===== config.mk =====
export PLATFORM = sky130hd
export DESIGN_NAME = input_conditioner
export DESIGN_NICKNAME = d
export VERILOG_FILES = /design/src/rtl/input_conditioner.sv
export SDC_FILE = /design/constraint.sdc
export NUM_CORES = 1
export LEC_CHECK = 0
export CORE_MARGIN = 3
export CORE_UTILIZATION = 28
export DETAILED_ROUTE_END_ITERATION = 10
export SLEW_MARGIN = 10
export SYNTH_ARGS = -nofsm -noshare
export SYNTH_HDL_FRONTEND = slang
export SYNTH_SLANG_ARGS = --single-unit

===== constraint.sdc =====
create_clock -name CLK_4M -period 3.2 [get_ports CLK_4M]
set_clock_uncertainty 0.15 [all_clocks]
set_input_delay 0.8 -clock CLK_4M [delete_from_list [all_inputs] [get_ports CLK_4M]]
set_output_delay 0.8 -clock CLK_4M [all_outputs]
set_load 0.03 [all_outputs]

===== src/rtl/input_conditioner.sv =====
// Board-pin conditioner: 2-flop synchroniser, shared sample-tick prescaler and
// per-bit debounce counters producing clean BUTTONS levels plus change strobes.
module input_conditioner #(
    parameter int unsigned      WIDTH        = 8,
    parameter int unsigned      TICK_DIV     = 4000,
    parameter int unsigned      STABLE_TICKS = 8,
    parameter logic [WIDTH-1:0] RESET_VAL    = {WIDTH{1'b1}}
) (
    input  logic             CLK_4M,
    input  logic             nRESET,
    input  logic [WIDTH-1:0] RAW,
    output logic [WIDTH-1:0] BUTTONS,
    output logic [WIDTH-1:0] CHANGED,
    output logic             TICK
);

    localparam int unsigned   PW        = (TICK_DIV > 1) ? $clog2(TICK_DIV) : 1;
    localparam int unsigned   CW        = $clog2(STABLE_TICKS + 1);
    localparam logic [PW-1:0] PRESC_MAX = PW'(TICK_DIV - 1);
    localparam logic [CW-1:0] CNT_MAX   = CW'(STABLE_TICKS - 1);

    logic [WIDTH-1:0] sync1_q, sync2_q;
    logic [WIDTH-1:0] buttons_q, buttons_d;
    logic [WIDTH-1:0] changed_q, changed_d;
    logic             tick_q, tick_d;
    logic [PW-1:0]    presc_q, presc_d;
    logic [CW-1:0]    cnt_q [WIDTH];
    logic [CW-1:0]    cnt_d [WIDTH];

    // Prescaler free-runs; TICK is registered so it lands the cycle after the wrap value.
    always_comb begin
        tick_d  = (presc_q == PRESC_MAX);
        presc_d = (presc_q == PRESC_MAX) ? '0 : presc_q + PW'(1);
    end

    always_comb begin
        buttons_d = buttons_q;
        changed_d = '0;
        for (int i = 0; i < WIDTH; i++) begin
            cnt_d[i] = cnt_q[i];
            if (sync2_q[i] == buttons_q[i]) begin
                // Any return to the accepted level abandons the pending change.
                cnt_d[i] = '0;
            end else if (tick_q) begin
                if (cnt_q[i] == CNT_MAX) begin
                    buttons_d[i] = sync2_q[i];
                    changed_d[i] = 1'b1;
                    cnt_d[i]     = '0;
                end else begin
                    cnt_d[i] = cnt_q[i] + CW'(1);
                end
            end
        end
    end

    always_ff @(posedge CLK_4M) begin
        if (!nRESET) begin
            sync1_q   <= RESET_VAL;
            sync2_q   <= RESET_VAL;
            buttons_q <= RESET_VAL;
            changed_q <= '0;
            tick_q    <= 1'b0;
            presc_q   <= '0;
            for (int i = 0; i < WIDTH; i++) begin
                cnt_q[i] <= '0;
            end
        end else begin
            sync1_q   <= RAW;
            sync2_q   <= sync1_q;
            buttons_q <= buttons_d;
            changed_q <= changed_d;
            tick_q    <= tick_d;
            presc_q   <= presc_d;
            for (int i = 0; i < WIDTH; i++) begin
                cnt_q[i] <= cnt_d[i];
            end
        end
    end

    assign BUTTONS = buttons_q;
    assign CHANGED = changed_q;
    assign TICK    = tick_q;

endmodule

Word-level counts from Yosys, hierarchy flattened --
Memories as Yosys holds them, arrays and structs flattened. Cells that the tools add are included.
Word-level totals: register bits 45, bits in writable memories 32, input bits 10, output and inout bits 17, logic and storage cells 124, memories 1
Cells by class: add/sub/neg operators 9, equality and inequality tests 17, muxes and demuxes 42, bitwise operators 18, reduce and logical (&&, ||, !) cells 17
Memories:
- cnt_q | depth 8, bits a word 4, rd ports 8, clocked after Yosys merged registers in 0, wr ports 8, line 27 | logic [CW-1:0] cnt_q [WIDTH];
Operator list (number):
- two-way mux 4 bit | 32
- adder 4 x 1 -> 4 bit, second input constant | 8
- == test 4 x 3 -> 1 bit, second input constant | 8
- AND reduction 3 bit | 8
- OR reduction 3 bit | 8
- adder 12 x 1 -> 12 bit, second input constant | 1
- == test 12 bit, second input constant | 1
- two-way mux 1 bit | 10
- inverter 1 bit | 10
- == test 1 bit | 8
- OR 1 bit | 8
- OR reduction 2 bit | 1

Depth between registers and ports, before layout --
Gate-level depths: netlist of run 1.
word-level depth 5, mapped depth 5, depth with buffers taken out 4

Worst setup path before layout of run 1 --
OpenSTA, ideal clock, no wires.
path kind input to register, from input port nRESET, to memory cnt_q[0][0] (netlist bit), arrival 1.369 ns, required time 2.972 ns, setup slack 1.603 ns, stages 3, buffers on the path 1, cell sequence clkbuf_1 -> nand2_1 -> nor3_1
RTL lines:
- from (decl) | line 10 | input logic nRESET,
- to (decl) | line 27

Worst setup path after layout of run 1 --
from register buttons_q[5], in the netlist BUTTONS[5], to output port BUTTONS[5]
RTL lines:
- from (decl) | line 23 | logic [WIDTH-1:0] buttons_q, buttons_d;
- from (signal assigned) | line 70 | buttons_q <= buttons_d;
- to (decl) | line 12 | output logic [WIDTH-1:0] BUTTONS,
No word-level cell between the ends.

==> metrics, run 1 <==
CTS clk-pin slew, worst paths=0.08 ns; Yosys reg bits=77; Critical Path RT=2.25 ns; NumNets Final=346; final non-filler cell total=465; Avg Inst Size Synth=10.0 um^2; FP Rows=36; clock sinks=77; CP endpoint kind=output pin; top cells by area, synth=dfxtp_1, xor2_1, nand2_1; 1st-pass router iterations=4; worst slew pin tran=0.506 ns; crit path launch type=register; total grt overflow=0; die height=109 um; RSZ-0062 raised after global routing=no; post-layout util=35.8%; die area=11900 um^2; CTS Root Cell=clkbuf_8; critical path peak fanout=3; Hold Fails Final Rpt=0; CP cell instances=clkdlybuf4s50_1; initial DRC count=55; DP Wirelength=3.44 mm; status=finished, final reports clean; CP Class=register to output pin; Gate Count Post-Synth=296; DRC Markers=0; Highest Clock Rate=416 MHz; GRT Util Overall=9.70%; area grow syn2layout=21.4%; commonest cells after routing, fill and taps aside=dfxtp_1, nand2_1, nor2_1; ANT nets after route=0; Buffers & Inverters on Critical Path=1; Synth Warn #=0; ant diodes=0; Synth cell types=31; TNS Setup=0 ns; Max H-tree Level=3; maxcap violations=0; Mapped Nets=315; post-route cell area=3600 um^2; layout cells sized above 1=8.13%; reg2reg path depth=4; crit path DAT=1.45 ns; WP depth=1; largest net degree at the start of global routing=44; core area=10000 um^2; post-route minimum period=2.40 ns; Pwr Total=1840 uW; Final Max Tran Viols=0; Fill cells=1018; Synth top area share=52.0%; Cells after DPL=449; Critical-path top delay cell=clkdlybuf4s50_1; post-route clock period utilization=75.1%; PwrDens=513 nW/um^2; vias in the first global route=2044; Max VDD drop=0.238 mV; # hold bufs at CTS=0; via count=2063; Resize count post-CTS=0; most common cell after layout, fill and taps aside=dfxtp_1; Die Wd=109 um; DR WL/cell=10.7 um; IO Pins=27; initial core utilization=29.5%; clk_lat worst skew=0.34 ns; DR vias/cell=4.44; initial antenna violation count=0; GP Congestion=0.734; Post-Route WL=4.99 mm; static leakage=0.00128 uW; Tightest Hold Check Type=register to register; CTS tree=built; I/O Buffers=26; cts bufs inserted=9; CTS Buffer Depth=2; Seq/Total Area, Yosys=52.0%; area leader, netlist=dfxtp_1; Post-CTS Setup Bufs=0; DP Area=3360 um^2; Slew HR=66.2%; hold path cells=1; CP max stage delay=0.72 ns; final setup violating endpoints=0; Post-Syn Area=2960 um^2; Crit path max-delay family=buffers and inverters; global-route wire length before repair=8.96 mm
[cell usage after synthesis]
library cell / count
dfxtp_1: 77
nand2_1: 36
nor2_1: 32
xor2_1: 26
nand2b_1: 16
mux2i_1: 13
nand4_1: 10
nor3_1: 10
a21oi_1: 9
ha_1: 9
nand4b_1: 8
xnor2_1: 6
nand3_1: 5
or3_1: 5
buf_2: 4
o21ai_0: 4
and4b_1: 3
inv_1: 3
o31ai_1: 3
buf_4: 2
clkbuf_1: 2
nor3b_1: 2
or3_2: 2
or4_1: 2
a21oi_2: 1
nand3_2: 1
nand4_4: 1
nor4_1: 1
o31ai_4: 1
or3b_2: 1
or4_4: 1
[cell families (layout without fill, tap and decap cells)]
kind of cell | count (synthesis) | in the layout | synth area share, %
flip-flops | 77 | 77 | 52.0
multiplexers | 13 | 13 | 4.39
XOR/XNOR | 32 | 32 | 9.46
buffers and inverters | 11 | 47 | 1.82
AND/OR/NAND/NOR | 136 | 136 | 24.5
adder cells (fa/ha/maj) | 9 | 9 | 3.80
AO/OA/AOI/OAI | 18 | 18 | 3.97
[final cells by class]
type / instances / area [um^2] / area share, %
clock buffers: 10 / 138 / 3.83
inverters: 3 / 11.3 / 0.313
multi-input cells: 208 / 1370 / 38.0
flip-flops and latches: 77 / 1540 / 42.9
repair buffers: 28 / 275 / 7.65
well taps: 133 / 166 / 4.63
clock inverters: 6 / 95.1 / 2.64
[stage by stage]
| stage | setup slack, ns | hold WS, ns |
|---|---|---|
| 2_1_floorplan | 1.60 | 0.236 |
| 4_1_cts | 0.771 | 0.251 |
| 5_1_grt | 0.704 | 0.273 |
| 3_5_place_dp | 0.903 | 0.241 |
| 6_report | 0.798 | 0.255 |
| 3_3_place_gp | 0.934 | 0.239 |
[where the power goes]
| group | internal [uW] | switching [uW] | total (uW) |
|---|---|---|---|
| logic | 21.2 | 20.3 | 41.5 |
| registers | 970 | 6.44 | 976 |
| clock network | 467 | 360 | 827 |
| total | 1460 | 387 | 1840 |
[final timing paths]
| path | from | end | slack [ns] |
|---|---|---|---|
| worst min-delay path | sync1_q[4] | sync2_q[4] | 0.26 |
| worst min register to register | sync1_q[4] | sync2_q[4] | 0.26 |
| worst max register to register | presc_q[0] | presc_q[3] | 1.51 |
| worst max-delay path | BUTTONS[5] | BUTTONS[5] | 0.80 |
[per-layer routing]
layer | part of all wire (%) | vias up | wire [um] | GRT usage (%)
met4 | 0.30 | 0 | 15 | 2.80
li1 | - | 1080 | - | -
met2 | 48 | 32 | 2380 | 15.9
met5 | 0 | - | 0 | 0
met3 | 4.4 | 2 | 217 | 4.68
met1 | 48 | 949 | 2370 | 11.2
[sequential cells by signal, indices dropped and copies added, names as in the netlist]
| register | flops |
|---|---|
| BUTTONS | 8 |
| presc_q | 12 |
| TICK | 1 |
| CHANGED | 8 |
| sync1_q | 8 |
| cnt_q | 32 |
| sync2_q | 8 |
(Power assumes the default switching activity.)
==> run 2: changes to the inputs <==
==> constraint.sdc (replaced) <==
create_clock -name CLK_4M -period 2.5 [get_ports CLK_4M]
set_clock_uncertainty 0.15 [all_clocks]
set_input_delay 0.625 -clock CLK_4M [delete_from_list [all_inputs] [get_ports CLK_4M]]
set_output_delay 0.625 -clock CLK_4M [all_outputs]
set_load 0.03 [all_outputs]
==> metrics, run 2 (same netlist as run 1, synthesis figures left out) <==
GRT Util Overall=8.93% (-0.77 points); Tightest Hold Check Type=register to register; final setup violating endpoints=0 (unchanged); total grt overflow=0 (unchanged); post-route minimum period=2.19 ns; met2 Use GR=14.2% (-1.7 points); post-route clock period utilization=87.5%; global-route wire length before repair=8.43 mm (-5.9%); I/O Buffers=26 (unchanged); 1st-pass router iterations=4 (unchanged); core area=10000 um^2 (unchanged); CP cell instances=clkdlybuf4s50_1; met1 Use GR=10.8% (-0.44 points); via count=2027 (-1.7%); most common cell after layout, fill and taps aside=dfxtp_1; Final Max Tran Viols=0 (unchanged); die height=109 um (unchanged); TNS Setup=0 ns (unchanged); clk_lat worst skew=0.34 ns (about the same); # hold bufs at CTS=0 (unchanged); DR vias/cell=4.37 (-1.5%); Critical Path RT=1.73 ns (-0.52 ns); CTS clk-pin slew, worst paths=0.07 ns (about the same); cts bufs inserted=9 (unchanged); Cells after DPL=449 (unchanged); crit path DAT=1.41 ns (-0.04 ns); NumNets Final=346 (unchanged); area grow syn2layout=19.9%; maxcap violations=0 (unchanged); Top reg by flops=cnt_q; DRC Markers=0 (unchanged); final non-filler cell total=464 (-0.22%); post-layout util=35.4% (-0.44 points); ant diodes=0 (unchanged); DP Area=3390 um^2 (+0.67%); worst slew pin tran=0.439 ns (-0.0678 ns); Post-CTS Setup Bufs=0 (unchanged); Hold Fails Final Rpt=0 (unchanged); GR peak layer=met2; Max VDD drop=0.198 mV (-17%); biggest regs=cnt_q x32, presc_q x12; GP Congestion=0.713 (-2.9%); CTS Buffer Depth=2 (unchanged); Die Wd=109 um (unchanged); Highest Clock Rate=457 MHz; Buffers & Inverters on Critical Path=1 (unchanged); RSZ-0062 raised after global routing=no; CTS tree=built; die area=11900 um^2 (unchanged); met3 usage=3.14% (-1.5 points); status=finished, final reports clean; clock sinks=77 (unchanged); initial antenna violation count=0 (unchanged); post-route cell area=3550 um^2 (-1.2%); CP endpoint kind=output pin; FP Rows=36 (unchanged); IO Pins=27 (unchanged); PwrDens=591 nW/um^2 (+15%); ANT nets after route=0 (unchanged); DP Wirelength=3.46 mm (+0.82%); Crit path max-delay family=buffers and inverters; CP Class=register to output pin; Slew HR=70.8% (+4.5 points); largest net degree at the start of global routing=35 (-20%); crit path launch type=register; layout cells sized above 1=7.85% (-0.28 points); vias in the first global route=1941 (-5.0%); Critical-path top delay cell=clkdlybuf4s50_1; commonest cells after routing, fill and taps aside=dfxtp_1, nand2_1, nor2_1; Post-Route WL=4.93 mm (-1.1%); critical path peak fanout=3 (unchanged); Max H-tree Level=3 (unchanged); static leakage=0.00126 uW (-2.1%); initial core utilization=29.5% (unchanged); DR WL/cell=10.6 um (-0.91%); Resize count post-CTS=0 (unchanged); CP max stage delay=0.70 ns (-0.02 ns); CTS Root Cell=clkbuf_8; initial DRC count=88 (+60%); Largest register FFs=32 (unchanged)
run 2: changes by cell type in the layout (fill, tap and decap cells not counted), sizes merged:
cell | before | now
inv | 4 | 3
clkinv | 3 | 2
buf | 2 | 3
clkdlybuf4s50 | 26 | 25
clkinvlp | 0 | 2
clkbuf | 10 | 11
bufinv | 2 | 0
run 2: metrics by stage:
step	worst slack (ns)	hold WS (ns)	total power, uW
6_report	0.312	0.255	2100
3_3_place_gp	0.543	0.241	1330
2_1_floorplan	0.940	0.236	1310
4_1_cts	0.273	0.255	2150
5_1_grt	0.230	0.259	2200
3_5_place_dp	0.500	0.241	1340
run 2: worst paths after layout:
kind	startpoint	to	slack (ns)	cells past startpoint
max reg2reg	presc_q[0]	presc_q[3]	0.77	4
max	BUTTONS[5]	BUTTONS[5]	0.31	1
min reg2reg	sync1_q[6]	sync2_q[6]	0.26	1
min	sync1_q[6]	sync2_q[6]	0.26	1
run 2: area by class of cell:
cell class | count | area [um^2]
inverters | 3 | 11.3
multi-input cells | 208 | 1370
well taps | 133 | 166
clock buffers | 11 | 141
flip-flops and latches | 77 | 1540
repair buffers | 28 | 298
clock inverters | 4 | 25.0
fillers | 1007 | 6490
run 2: per-layer routing:
layer	up-vias	part of all wire (%)
li1	1074	-
met1	922	48
met2	23	47
met3	8	4.0
met4	0	1.4
met5	-	0
run 2: where the power goes:
group	total, uW	switching, uW	internal (uW)
Sequential	1250	8.33	1240
Combinational	55.2	26.0	29.2
Clock	796	417	379
Total	2100	452	1650
